**config.mk**
```make
export PLATFORM = sky130hd
export DESIGN_NAME = cache_probe_sequencer
export DESIGN_NICKNAME = d
export VERILOG_FILES = /design/src/rtl/cache_probe_pkg.sv /design/src/rtl/probe_latency_stats.sv /design/src/rtl/cache_probe_sequencer.sv
export SDC_FILE = /design/constraint.sdc
export NUM_CORES = 1
export LEC_CHECK = 0
export ABC_AREA = 0
export CAP_MARGIN = 15
export CORE_MARGIN = 5
export CORE_UTILIZATION = 55
export DETAILED_ROUTE_END_ITERATION = 8
export PLACE_DENSITY = 0.85
export SYNTH_ARGS = -nofsm -noshare
export SYNTH_HDL_FRONTEND = slang
export SYNTH_SLANG_ARGS = --single-unit
```
**constraint.sdc**
```tcl
create_clock -name clock -period 5.97 [get_ports clock]
set_clock_uncertainty 0.1 [all_clocks]
set_input_delay 0.8955 -clock clock [delete_from_list [all_inputs] [get_ports clock]]
set_output_delay 0.8955 -clock clock [all_outputs]
set_load 0.005 [all_outputs]
```
**src/rtl/cache_probe_pkg.sv**
```systemverilog
// Shared types and default geometry for the cache probe sequencer.
// Latency: n/a (declarations only).
// Backpressure: n/a.
package cache_probe_pkg;

  localparam int ADDR_W_DEF    = 15;
  localparam int DATA_W_DEF    = 32;
  localparam int CNT_W_DEF     = 10;
  localparam int LAT_W_DEF     = 14;
  localparam int PROBE_TIMEOUT = 10000;

  // Reset/clear value of the running minimum at the default latency width.
  localparam logic [LAT_W_DEF-1:0] LAT_ALL_ONES = '1;

  typedef enum logic [1:0] {
    IDLE   = 2'd0,
    ACCESS = 2'd1,
    GAP    = 2'd2,
    DONE   = 2'd3
  } probe_state_t;

endpackage

```
**src/rtl/probe_latency_stats.sv**
```systemverilog
// Running min/max/saturating-sum of per-access latencies for one probe run.
// Latency: results visible one cycle after update_i / clear_i.
// Backpressure: none; update_i is sampled every cycle, clear_i wins over update_i.
// Ports: clk_i/rst_ni clock and async active-low reset; clear_i restarts the
//        statistics; update_i folds lat_i in; min_o/max_o/sum_o are registered.
module probe_latency_stats
  import cache_probe_pkg::*;
#(
  parameter int LAT_W = LAT_W_DEF,
  parameter int SUM_W = LAT_W_DEF + CNT_W_DEF
) (
  input  logic             clk_i,
  input  logic             rst_ni,
  input  logic             clear_i,
  input  logic             update_i,
  input  logic [LAT_W-1:0] lat_i,
  output logic [LAT_W-1:0] min_o,
  output logic [LAT_W-1:0] max_o,
  output logic [SUM_W-1:0] sum_o
);

  logic [LAT_W-1:0] min_q, min_d;
  logic [LAT_W-1:0] max_q, max_d;
  logic [SUM_W-1:0] sum_q, sum_d;
  logic [SUM_W:0]   sum_ext;

  // One extra bit catches the carry so the sum can saturate instead of wrap.
  assign sum_ext = {1'b0, sum_q} + {{(SUM_W + 1 - LAT_W){1'b0}}, lat_i};

  always_comb begin
    min_d = min_q;
    max_d = max_q;
    sum_d = sum_q;
    if (clear_i) begin
      min_d = '1;
      max_d = '0;
      sum_d = '0;
    end else if (update_i) begin
      if (lat_i < min_q) min_d = lat_i;
      if (lat_i > max_q) max_d = lat_i;
      sum_d = sum_ext[SUM_W] ? '1 : sum_ext[SUM_W-1:0];
    end
  end

  always_ff @(posedge clk_i or negedge rst_ni) begin
    if (!rst_ni) begin
      min_q <= '1;
      max_q <= '0;
      sum_q <= '0;
    end else begin
      min_q <= min_d;
      max_q <= max_d;
      sum_q <= sum_d;
    end
  end

  assign min_o = min_q;
  assign max_o = max_q;
  assign sum_o = sum_q;

endmodule

```
**src/rtl/cache_probe_sequencer.sv**
```systemverilog
// Walks a strided address run into cacheSystem, timing each read and reporting per-access results plus stats.
// Latency: one result pulse the cycle after requestComplete (or timeout); one idle GAP cycle between requests.
// Backpressure: none downstream; upstream cache throttles via requestComplete, abort terminates the run.
// Ports: clock/reset (async active-low); start/abort control with base_addr/stride/count
//        latched on start; cache_* request port to cacheSystem; res_* per-access report;
//        busy/done/error run status; stat_min/stat_max/stat_sum latency statistics.
module cache_probe_sequencer
  import cache_probe_pkg::*;
#(
  parameter int ADDR_W  = ADDR_W_DEF,
  parameter int DATA_W  = DATA_W_DEF,
  parameter int CNT_W   = CNT_W_DEF,
  parameter int LAT_W   = LAT_W_DEF,
  parameter int TIMEOUT = PROBE_TIMEOUT
) (
  input  logic                   clock,
  input  logic                   reset,
  input  logic                   start,
  input  logic                   abort,
  input  logic [ADDR_W-1:0]      base_addr,
  input  logic [ADDR_W-1:0]      stride,
  input  logic [CNT_W-1:0]       count,
  output logic [ADDR_W-1:0]      cache_addr,
  output logic                   cache_enable,
  input  logic                   cache_requestComplete,
  input  logic [DATA_W-1:0]      cache_dataOut,
  output logic                   busy,
  output logic                   res_valid,
  output logic [ADDR_W-1:0]      res_addr,
  output logic [LAT_W-1:0]       res_latency,
  output logic [DATA_W-1:0]      res_data,
  output logic                   res_timeout,
  output logic                   done,
  output logic [LAT_W-1:0]       stat_min,
  output logic [LAT_W-1:0]       stat_max,
  output logic [LAT_W+CNT_W-1:0] stat_sum,
  output logic                   error
);

  localparam logic [LAT_W-1:0] LAT_LAST = LAT_W'(TIMEOUT - 1);
  localparam logic [LAT_W-1:0] LAT_TMO  = LAT_W'(TIMEOUT);

  probe_state_t      state_q, state_d;
  logic [ADDR_W-1:0] cur_addr_q, cur_addr_d;
  logic [ADDR_W-1:0] stride_q, stride_d;
  logic [CNT_W-1:0]  remaining_q, remaining_d;
  logic [LAT_W-1:0]  lat_q, lat_d;
  logic              res_valid_q, res_valid_d;
  logic [ADDR_W-1:0] res_addr_q, res_addr_d;
  logic [LAT_W-1:0]  res_latency_q, res_latency_d;
  logic [DATA_W-1:0] res_data_q, res_data_d;
  logic              res_timeout_q, res_timeout_d;
  logic              error_q, error_d;
  logic              stat_clear;
  logic              stat_update;

  always_comb begin
    state_d       = state_q;
    cur_addr_d    = cur_addr_q;
    stride_d      = stride_q;
    remaining_d   = remaining_q;
    lat_d         = lat_q;
    res_valid_d   = 1'b0;
    res_addr_d    = res_addr_q;
    res_latency_d = res_latency_q;
    res_data_d    = res_data_q;
    res_timeout_d = res_timeout_q;
    error_d       = error_q;
    stat_clear    = 1'b0;
    stat_update   = 1'b0;

    unique case (state_q)
      IDLE: begin
        // abort is deliberately not looked at here: a coincident start wins.
        if (start) begin
          cur_addr_d  = base_addr;
          stride_d    = stride;
          remaining_d = count;
          lat_d       = '0;
          error_d     = 1'b0;
          stat_clear  = 1'b1;
          state_d     = (count == '0) ? DONE : ACCESS;
        end
      end

      ACCESS: begin
        if (abort) begin
          // Abort beats a coincident completion: the access is dropped unreported.
          error_d = 1'b1;
          state_d = DONE;
        end else if (cache_requestComplete) begin
          res_valid_d   = 1'b1;
          res_addr_d    = cur_addr_q;
          res_latency_d = lat_q;
          res_data_d    = cache_dataOut;
          res_timeout_d = 1'b0;
          stat_update   = 1'b1;
          state_d       = GAP;
        end else if (lat_q == LAT_LAST) begin
          // This edge would make lat reach TIMEOUT: give up on the access.
          res_valid_d   = 1'b1;
          res_addr_d    = cur_addr_q;
          res_latency_d = LAT_TMO;
          res_data_d    = '0;
          res_timeout_d = 1'b1;
          error_d       = 1'b1;
          state_d       = GAP;
        end else begin
          lat_d = lat_q + 1'b1;
        end
      end

      GAP: begin
        if (abort) begin
          error_d = 1'b1;
          state_d = DONE;
        end else begin
          remaining_d = remaining_q - 1'b1;
          cur_addr_d  = cur_addr_q + stride_q;
          lat_d       = '0;
          state_d     = (remaining_q == CNT_W'(1)) ? DONE : ACCESS;
        end
      end

      DONE: begin
        state_d = IDLE;
      end

      default: begin
        state_d = IDLE;
      end
    endcase
  end

  always_ff @(posedge clock or negedge reset) begin
    if (!reset) begin
      state_q       <= IDLE;
      cur_addr_q    <= '0;
      stride_q      <= '0;
      remaining_q   <= '0;
      lat_q         <= '0;
      res_valid_q   <= 1'b0;
      res_addr_q    <= '0;
      res_latency_q <= '0;
      res_data_q    <= '0;
      res_timeout_q <= 1'b0;
      error_q       <= 1'b0;
    end else begin
      state_q       <= state_d;
      cur_addr_q    <= cur_addr_d;
      stride_q      <= stride_d;
      remaining_q   <= remaining_d;
      lat_q         <= lat_d;
      res_valid_q   <= res_valid_d;
      res_addr_q    <= res_addr_d;
      res_latency_q <= res_latency_d;
      res_data_q    <= res_data_d;
      res_timeout_q <= res_timeout_d;
      error_q       <= error_d;
    end
  end

  probe_latency_stats #(
    .LAT_W (LAT_W),
    .SUM_W (LAT_W + CNT_W)
  ) u_stats (
    .clk_i    (clock),
    .rst_ni   (reset),
    .clear_i  (stat_clear),
    .update_i (stat_update),
    .lat_i    (lat_q),
    .min_o    (stat_min),
    .max_o    (stat_max),
    .sum_o    (stat_sum)
  );

  // Request port decodes straight from the state register so it stays
  // glitch-free and drops the instant reset is asserted.
  assign cache_enable = (state_q == ACCESS);
  assign cache_addr   = cache_enable ? cur_addr_q : '0;
  assign busy         = (state_q != IDLE);
  assign done         = (state_q == DONE);

  assign res_valid    = res_valid_q;
  assign res_addr     = res_addr_q;
  assign res_latency  = res_latency_q;
  assign res_data     = res_data_q;
  assign res_timeout  = res_timeout_q;
  assign error        = error_q;

endmodule

```
== Yosys cells after proc, flatten, opt, wreduce, memory -nomap -nowiden ==
Cells that the tools add are included.

* Register bits after elaboration: 172
* Output and inout port bits: 134
* Word-level logic and storage cells: 104
* Input bits: 77

* Bitwise operators: 1
* Add/sub/neg operators: 4
* Equal/unequal tests: 14
* Order comparisons: 2
* Mux-type cells: 52
* Reductions and logical operators: 17

{| class="wikitable"
|+ Operator list
! cell !! count
|-
| $mux W14 || 13
|-
| $mux W15 || 5
|-
| $mux W24 || 3
|-
| $mux W32 || 2
|-
| $pmux W14 S3 || 1
|-
| $pmux W15 S2 || 1
|-
| $add A24 B14 Y25 || 1
|-
| $mux W10 || 2
|-
| $pmux W10 S2 || 1
|-
| $add A15 B15 Y15 || 1
|-
| $mux W1 || 15
|-
| $add A14 B1 Y14 const B || 1
|-
| $eq A14 B14 Y1 const B || 1
|-
| $gt A14 B14 Y1 || 1
|-
| $lt A14 B14 Y1 || 1
|-
| $mux W2 || 7
|-
| $ne A2 B2 Y1 const B || 6
|-
| $reduce_bool A2 Y1 || 6
|-
| $eq A10 B1 Y1 const B || 1
|-
| $logic_not A10 Y1 || 1
|-
| $sub A10 B1 Y10 const B || 1
|-
| $pmux W2 S4 || 1
|-
| $reduce_and A2 Y1 || 4
|-
| $reduce_and A3 Y1 || 2
|-
| 11 further kinds || 12
|}

== Longest topological paths before layout ==
Gate-level depths: netlist (run 1).

* Word-level depth: 5
* Mapped depth: 11
* Mapped depth without buffers: 10

== Modules after synthesis ==
From an unflattened synthesis (run 1), not the netlist that was laid out.

* Cell total of the unflattened synthesis: 998
* Area total of the unflattened synthesis: 9719.3 sq um

{| class="wikitable"
|+ By module, submodules not included
! module !! cells each !! instances !! seq. area each (sq um) !! area each (sq um)
|-
| cache_probe_sequencer || 581 || 1 || 3002.9 || 5891.9
|-
| probe_latency_stats || 417 || 1 || 1318.8 || 3827.4
|}

== Worst setup path before layout (run 1) ==
Ideal clock, no wire load.

* Kind: in2reg
* Start point: in abort
* End point: reg u_stats.min_q[10], in the netlist u_stats.min_o[10]
* Data arrival time: 2.470 ns
* Buffers on the path: 2
* Data required time: 5.795 ns
* Slack: 3.325 ns
* Cell stages on the path: 7
* Path through: nor2b_1 -> nand2_1 -> nor4_1 -> o31a_1 -> clkbuf_1 -> buf_2 -> mux2i_1

* Word-level cells in the longest chain between the ends: 4

{| class="wikitable"
|+ Ends and longest elaborated chain
! what !! line !! RTL
|-
| start, declared || cache_probe_sequencer.sv:19 || <nowiki>input logic abort,</nowiki>
|-
| $mux W1 || cache_probe_sequencer.sv:87 || <nowiki>if (abort) begin</nowiki>
|-
| $mux W1 || cache_probe_sequencer.sv:72 || <nowiki>unique case (state_q)</nowiki>
|-
| $reduce_bool A2 Y1 (no line) || - ||
|-
| $reduce_and A2 Y1 (no line) || - ||
|-
| end signal, assigned || probe_latency_stats.sv:51 || <nowiki>min_q <= min_d;</nowiki>
|-
| end, declared || probe_latency_stats.sv:22 || <nowiki>logic [LAT_W-1:0] min_q, min_d;</nowiki>
|}

Every way passes these cells.
A chain may end at the register's enable or synchronous reset.

== Final worst setup path (run 1) ==
* Start point: reg state_q[1]
* End point: reg u_stats.sum_q[18], in the netlist u_stats.sum_o[18]

* Word-level cells in the longest chain between the ends: 3

{| class="wikitable"
|+ Ends and longest elaborated chain
! what !! line !! RTL
|-
| start, declared || cache_probe_sequencer.sv:43 || <nowiki>probe_state_t state_q, state_d;</nowiki>
|-
| start signal, assigned || cache_probe_sequencer.sv:149 || <nowiki>state_q <= state_d;</nowiki>
|-
| $eq A2 B1 Y1 or $logic_not A2 Y1 (tied branches) || cache_probe_sequencer.sv:72 ||
|-
| $mux W1 || cache_probe_sequencer.sv:72 ||
|-
| $reduce_bool A2 Y1 (no line) or $mux W24 (tied branches) || - ||
|-
| end signal, assigned || probe_latency_stats.sv:53 || <nowiki>sum_q <= sum_d;</nowiki>
|-
| end, declared || probe_latency_stats.sv:24 || <nowiki>logic [SUM_W-1:0] sum_q, sum_d;</nowiki>
|}

Several ways; a longest one is shown, not always the timed one.

==> impl_metrics.toml, run 1 <==
[global_route]
grt_pass1_wl_um = 42400
grtUsageTotal_pct = 26.3
antenna_found_initial = 0
grt_start_max_net_pins = 80
grt_pass1_vias = 8164
grt_overflow_total = 0

[placed_design]
dp_slack_ps = 2010
place_congestion = 0.872
placed_area_mm2 = 0.0116
io_buffers = 210
dp_hpwl_um = 18100
dp.cells = 1376

[power_and_ir_drop]
ir_drop_v = 0.000271
power_density_mw_per_mm2 = 465
power.total_mw = 5.69
power_leakage_nw = 5.58

[timing]
hold_viol = 0
setup_ws_ps = 1960
finalCriticalPeriod_ps = 4010
fin_crit_sh_pct = 67.2
worstMarginPinSlew_ps = 1070
finalSetupTns_ps = 0
hold_ws_ps = 285
setup_viol = 0
slew_headroom_pct = 28.6
finalMaxSlewViolations = 0
rsz0062_at_grt = "false"
max_freq_ghz = 0.249

[synth]
ys.flop_type = "dfrtp_1"
synth_commonest_cells = "dfrtp_1, nand2_1, nor2_1"
ys_types = 64
syn_avg_cell_area_um2 = 9.53
synth_top_area_cell = "dfrtp_1"
yosysWarnings = 0
syn_area_mm2 = 0.00941
postSynth.asyncResetShare_pct = 100
synth.area.top_cells = "dfrtp_1, ha_1, nand2_1"
synth_edf_count = 0
syn_nets = 1129
synth_most_common_cell = "dfrtp_1"
seq_area_frac_synth_pct = 45.9
synth_cells = 987
ys_ff_latch = 172
yosysTopAreaCellShare_pct = 42.0

[clock_tree]
postCtsSetupBuffers = 0
clkTransAtPathRegs_ps = 70
clk_path_buf_depth = 2
holdBufCountCts = 0
cts_resized = 0
htreeDepth = 4
cts_tree = "done"
cts-root-buf = "clkbuf_16"
numCtsBuffers = 17
worstSkewPairLatency_ps = 430
cts_sinks = 172

[drt]
vias = 8233
first_iter_violations = 602
drc_errors = 0
via_per_inst = 5.84
dr.pass1.iters = 5
avgRoutedWirePerCell_um = 18.7
wl_um = 26300
postRouteAntennaNets = 0

[floorplanning]
fp.dieW_um = 141
dieArea_mm2 = 0.0198
core-area_mm2 = 0.0167
io_pins = 211
initial_core_util_pct = 56.3
die_h_um = 141
rows = 47

[critical_path]
end_kind = "flip-flop"
startpoint_type = "flip-flop"
cp.required_ps = 6140
cp.arrival_ps = 4180
worstSetupPathType = "flip-flop to flip-flop"
worstPathMaxFanout = 65

[worst_hold_path]
min_path_type = "input port to asynchronous set/reset pin"

[layout]
final_nets = 1318
drive_above_1_share_pct = 5.55
syn2layout_area_growth_pct = 29.9
num_antenna_cells = 0
fin_util_pct = 73.2
stdcell_count = 1409
final_cell_area_mm2 = 0.0122

[outcome]
status = "finished, final reports clean"

[job]
maxCapViolations = 0
-- layout make-up --
class / count / area (um2)
clock buffers: 17 / 425
clock inverters: 15 / 156
fillers: 1238 / 4480
inverters: 49 / 184
multi-input cells: 719 / 4700
flip-flops and latches: 172 / 4320
well taps: 220 / 275
repair buffers: 217 / 2160
-- cell usage in the layout, fill, tap and decap left out, types with 5 or more instances in the layout --
cell,netlist,routed
clkdlybuf4s50_1,0,209
dfrtp_1,158,158
nand2_1,131,131
nor2_1,85,85
ha_1,63,62
a21oi_1,58,58
o21ai_0,58,58
inv_1,49,49
a22o_1,41,41
mux2i_1,37,37
xor2_1,23,23
a21o_1,20,20
clkbuf_16,0,17
nand4_1,16,16
nor3_1,16,16
and2_1,17,15
nand3_1,15,15
a31oi_1,15,15
and3_1,14,14
dfstp_2,14,14
nor2b_1,9,9
a211oi_1,9,9
xnor2_1,8,8
inv_6,0,7
o22a_1,6,6
nand2b_1,6,6
buf_4,0,6
nor3b_1,5,5
o22ai_1,5,5
nor4_1,5,5
-- flip-flops by register name, summed over array words and instances (netlist names) --
register and count:
res_valid 1, u_stats.sum_o 24, state_q 2, lat_q 14, error 1, res_data 32
remaining_q 10, u_stats.min_o 14, res_timeout 1, res_addr 15, res_latency 14, u_stats.max_o 14
stride_q 15, cur_addr_q 15
-- logic make-up (layout without fill, tap and decap cells) --
logic type | after synthesis | in the layout | synth area share [%]
AND/OR/NAND/NOR | 339 | 339 | 16.9
AO/OA/AOI/OAI | 246 | 246 | 17.2
flip-flops | 172 | 172 | 45.9
buffers and inverters | 96 | 298 | 4.24
adder cells (fa/ha/maj) | 65 | 65 | 8.80
multiplexers | 38 | 38 | 4.06
XOR/XNOR | 31 | 31 | 2.89
-- final timing paths --
check                                                 to                    start  slack [ps]  cells past startpoint
hold reg to reg                  res_addr[0]$_DFFE_PN0P_  res_addr[0]$_DFFE_PN0P_         370                      2
min in group clock               res_addr[0]$_DFFE_PN0P_  res_addr[0]$_DFFE_PN0P_         370                      2
setup reg to reg           u_stats.sum_o[18]$_DFFE_PN0P_   state_q[1]$_DFFE_PN0P_        1960                      9
hold / removal                remaining_q[3]$_DFFE_PN0P_                    reset         280                      1
setup / recovery           u_stats.sum_o[18]$_DFFE_PN0P_   state_q[1]$_DFFE_PN0P_        1960                      9
max in group asynchronous   u_stats.sum_o[0]$_DFFE_PN0P_                    reset        4120                      2
-- power breakdown --
group	leakage [nW]	switching, mW	internal (mW)
clock network	0.275	0.510	0.589
logic	3.13	1.29	1.35
registers	2.17	0.336	1.61
total	5.58	2.13	3.56
-- critical path: stages, from the launching register on --
cell	delay, ps
dfrtp_1	410
inv_1	130
ha_1	730
nor2b_1	430
and2_2	230
buf_4	520
nand3_1	190
nor3b_1	610
nor2b_1	320
a211oi_1	120
-- metal layers --
metal / global-route usage (%) / wire length (um)
met5: 0 / 0
met2: 44.3 / 13000
met3: 4.23 / 1550
met1: 34.5 / 10900
met4: 9.84 / 804
No activity file was read; power rests on OpenSTA's default activity.
==> inputs of run 2 (changes only) <==
--- a/config.mk
+++ b/config.mk
@@ -8,9 +8,9 @@
 export ABC_AREA = 0
 export CAP_MARGIN = 15
 export CORE_MARGIN = 5
-export CORE_UTILIZATION = 55
+export CORE_UTILIZATION = 51
 export DETAILED_ROUTE_END_ITERATION = 8
-export PLACE_DENSITY = 0.85
+export PLACE_DENSITY = 0.8
 export SYNTH_ARGS = -nofsm -noshare
 export SYNTH_HDL_FRONTEND = slang
 export SYNTH_SLANG_ARGS = --single-unit
==> constraint.sdc (replaced) <==
create_clock -name clock -period 4 [get_ports clock]
set_clock_uncertainty 0.1 [all_clocks]
set_input_delay 0.6 -clock clock [delete_from_list [all_inputs] [get_ports clock]]
set_output_delay 0.6 -clock clock [all_outputs]
set_load 0.005 [all_outputs]
==> run 2 against run 1 <==
Against the previous run: critical path depth unchanged; sequential power increased by 49%; die area up 7.3%; sequential cell count unchanged; first-iteration DRC count is 3.8% lower; critical path type unchanged; largest cell class unchanged; highest routed layer unchanged.
==> impl_metrics.toml, run 2 (synthesized netlist as in run 1, its figures left out) <==
[outcome]
status = "finished, final reports clean"

[critical_path]
cp.required_ps = 4250
crit_chain = "inv_1 > ha_1 > buf_4 > nor2b_1 > nand2_1 > nor4_1 > o31a_1 > buf_4 > mux2i_1"
slowest_stage = "nand2_1"
cp.arrival_ps = 3410
r2r_setup_slack_ps = 840
critical-path-top-delay-family = "simple AND/OR/NAND/NOR gates"
end_kind = "flip-flop"
worstPathMaxFanout = 20
cp.buffers_inverters = 3
max_stage_delay_ps = 460
worstSetupPathType = "flip-flop to flip-flop"
startpoint_type = "flip-flop"
crit_top_cell = "buf_4"

[global_route]
grt_start_max_net_pins = 90
grtUsageMet1_pct = 32.1
antenna_found_initial = 0
grt_pass1_wl_um = 42200
grt-busiest-layer = "met2"
grtUsageMet3_pct = 4.17
grt_util_met2_pct = 40.0
grt_pass1_vias = 8127
grtUsageTotal_pct = 24.3
grt_overflow_total = 0

[layout]
mostFrequentLayoutCells = "clkdlybuf4s50_1, dfrtp_1, nand2_1"
largest_reg_flops = 32
num_antenna_cells = 0
final_nets = 1333
final_common_cell = "clkdlybuf4s50_1"
regArea_mm2 = 0.00432
syn2layout_area_growth_pct = 31.3
stdcell_count = 1433
fin_util_pct = 68.3
multi_input_area_mm2 = 0.00469
fillers = 1387
drive_above_1_share_pct = 6.56

[clock_tree]
holdBufCountCts = 0
cts_resized = 0
cts_tree = "done"
worstSkewPairLatency_ps = 420
numCtsBuffers = 17
htreeDepth = 4
cts-root-buf = "clkbuf_16"
clkTransAtPathRegs_ps = 70
cts_sinks = 172
clk_path_buf_depth = 2
postCtsSetupBuffers = 0

[timing]
hold_viol = 0
setup_viol = 0
rsz0062_at_grt = "false"
slew_headroom_pct = 30.4
finalCriticalPeriod_ps = 3160
finalSetupTns_ps = 0
fin_crit_sh_pct = 79.0
max_freq_ghz = 0.317
worstMarginPinSlew_ps = 1040
finalMaxSlewViolations = 0

[job]
maxCapViolations = 0

[power_and_ir_drop]
power_density_mw_per_mm2 = 690
power_leakage_nw = 5.67
ir_drop_v = 0.000354

[floorplanning]
core-area_mm2 = 0.0181
fp.dieW_um = 146
io_pins = 211
die_h_um = 146
rows = 49
dieArea_mm2 = 0.0213
initial_core_util_pct = 52.0

[drt]
avgRoutedWirePerCell_um = 18.2
wl_um = 26100
postRouteAntennaNets = 0
vias = 8255
first_iter_violations = 579
dr.pass1.iters = 6
drc_errors = 0
via_per_inst = 5.76

[worst_hold_path]
min_path_type = "input port to asynchronous set/reset pin"

[placed_design]
dp.cells = 1401
dp_hpwl_um = 18600
place_congestion = 0.879
io_buffers = 210
==> run 2: through the flow <==
step                      hold slack, ps  power [mW]  setup slack [ps]  instance area, um2
after floorplan                      204        5.07              1360                9410
after global placement               361        6.72               858               11800
after detailed placement             364        6.84               827               11800
after CTS                            182        8.57               864               12400
after global routing                 195        9.11               544               12400
final                                131        8.53               841               12400
==> run 2: final timing paths <==
check,from,to,cells past startpoint
setup / recovery,state_q[1]$_DFFE_PN0P_,u_stats.min_o[1]$_DFFE_PN1P_,9
hold / removal,reset,remaining_q[8]$_DFFE_PN0P_,1
setup reg to reg,state_q[1]$_DFFE_PN0P_,u_stats.min_o[1]$_DFFE_PN1P_,9
hold reg to reg,res_addr[11]$_DFFE_PN0P_,res_addr[11]$_DFFE_PN0P_,2
max in group asynchronous,reset,u_stats.min_o[13]$_DFFE_PN1P_,2
min in group clock,res_addr[11]$_DFFE_PN0P_,res_addr[11]$_DFFE_PN0P_,2
==> run 2: final cells by class <==
type | instances | area share [%]
Timing Repair Buffer | 232 | 18.4
Multi-Input combinational cell | 719 | 38.0
Clock inverter | 11 | 1.06
Tap cell | 229 | 2.32
Inverter | 49 | 1.49
Clock buffer | 21 | 3.81
Sequential cell | 172 | 35.0
==> run 2: routing by layer <==
metal / vias up / wire, um
met2: 291 / 12600
met1: 4012 / 11200
li1: 3899 / -
met3: 53 / 1470
met4: 0 / 806
met5: - / 0
==> run 2: power by group <==
part | internal [mW] | switching, mW | total, mW
logic | 2.03 | 1.90 | 3.93
clock network | 0.979 | 0.710 | 1.69
registers | 2.41 | 0.501 | 2.91
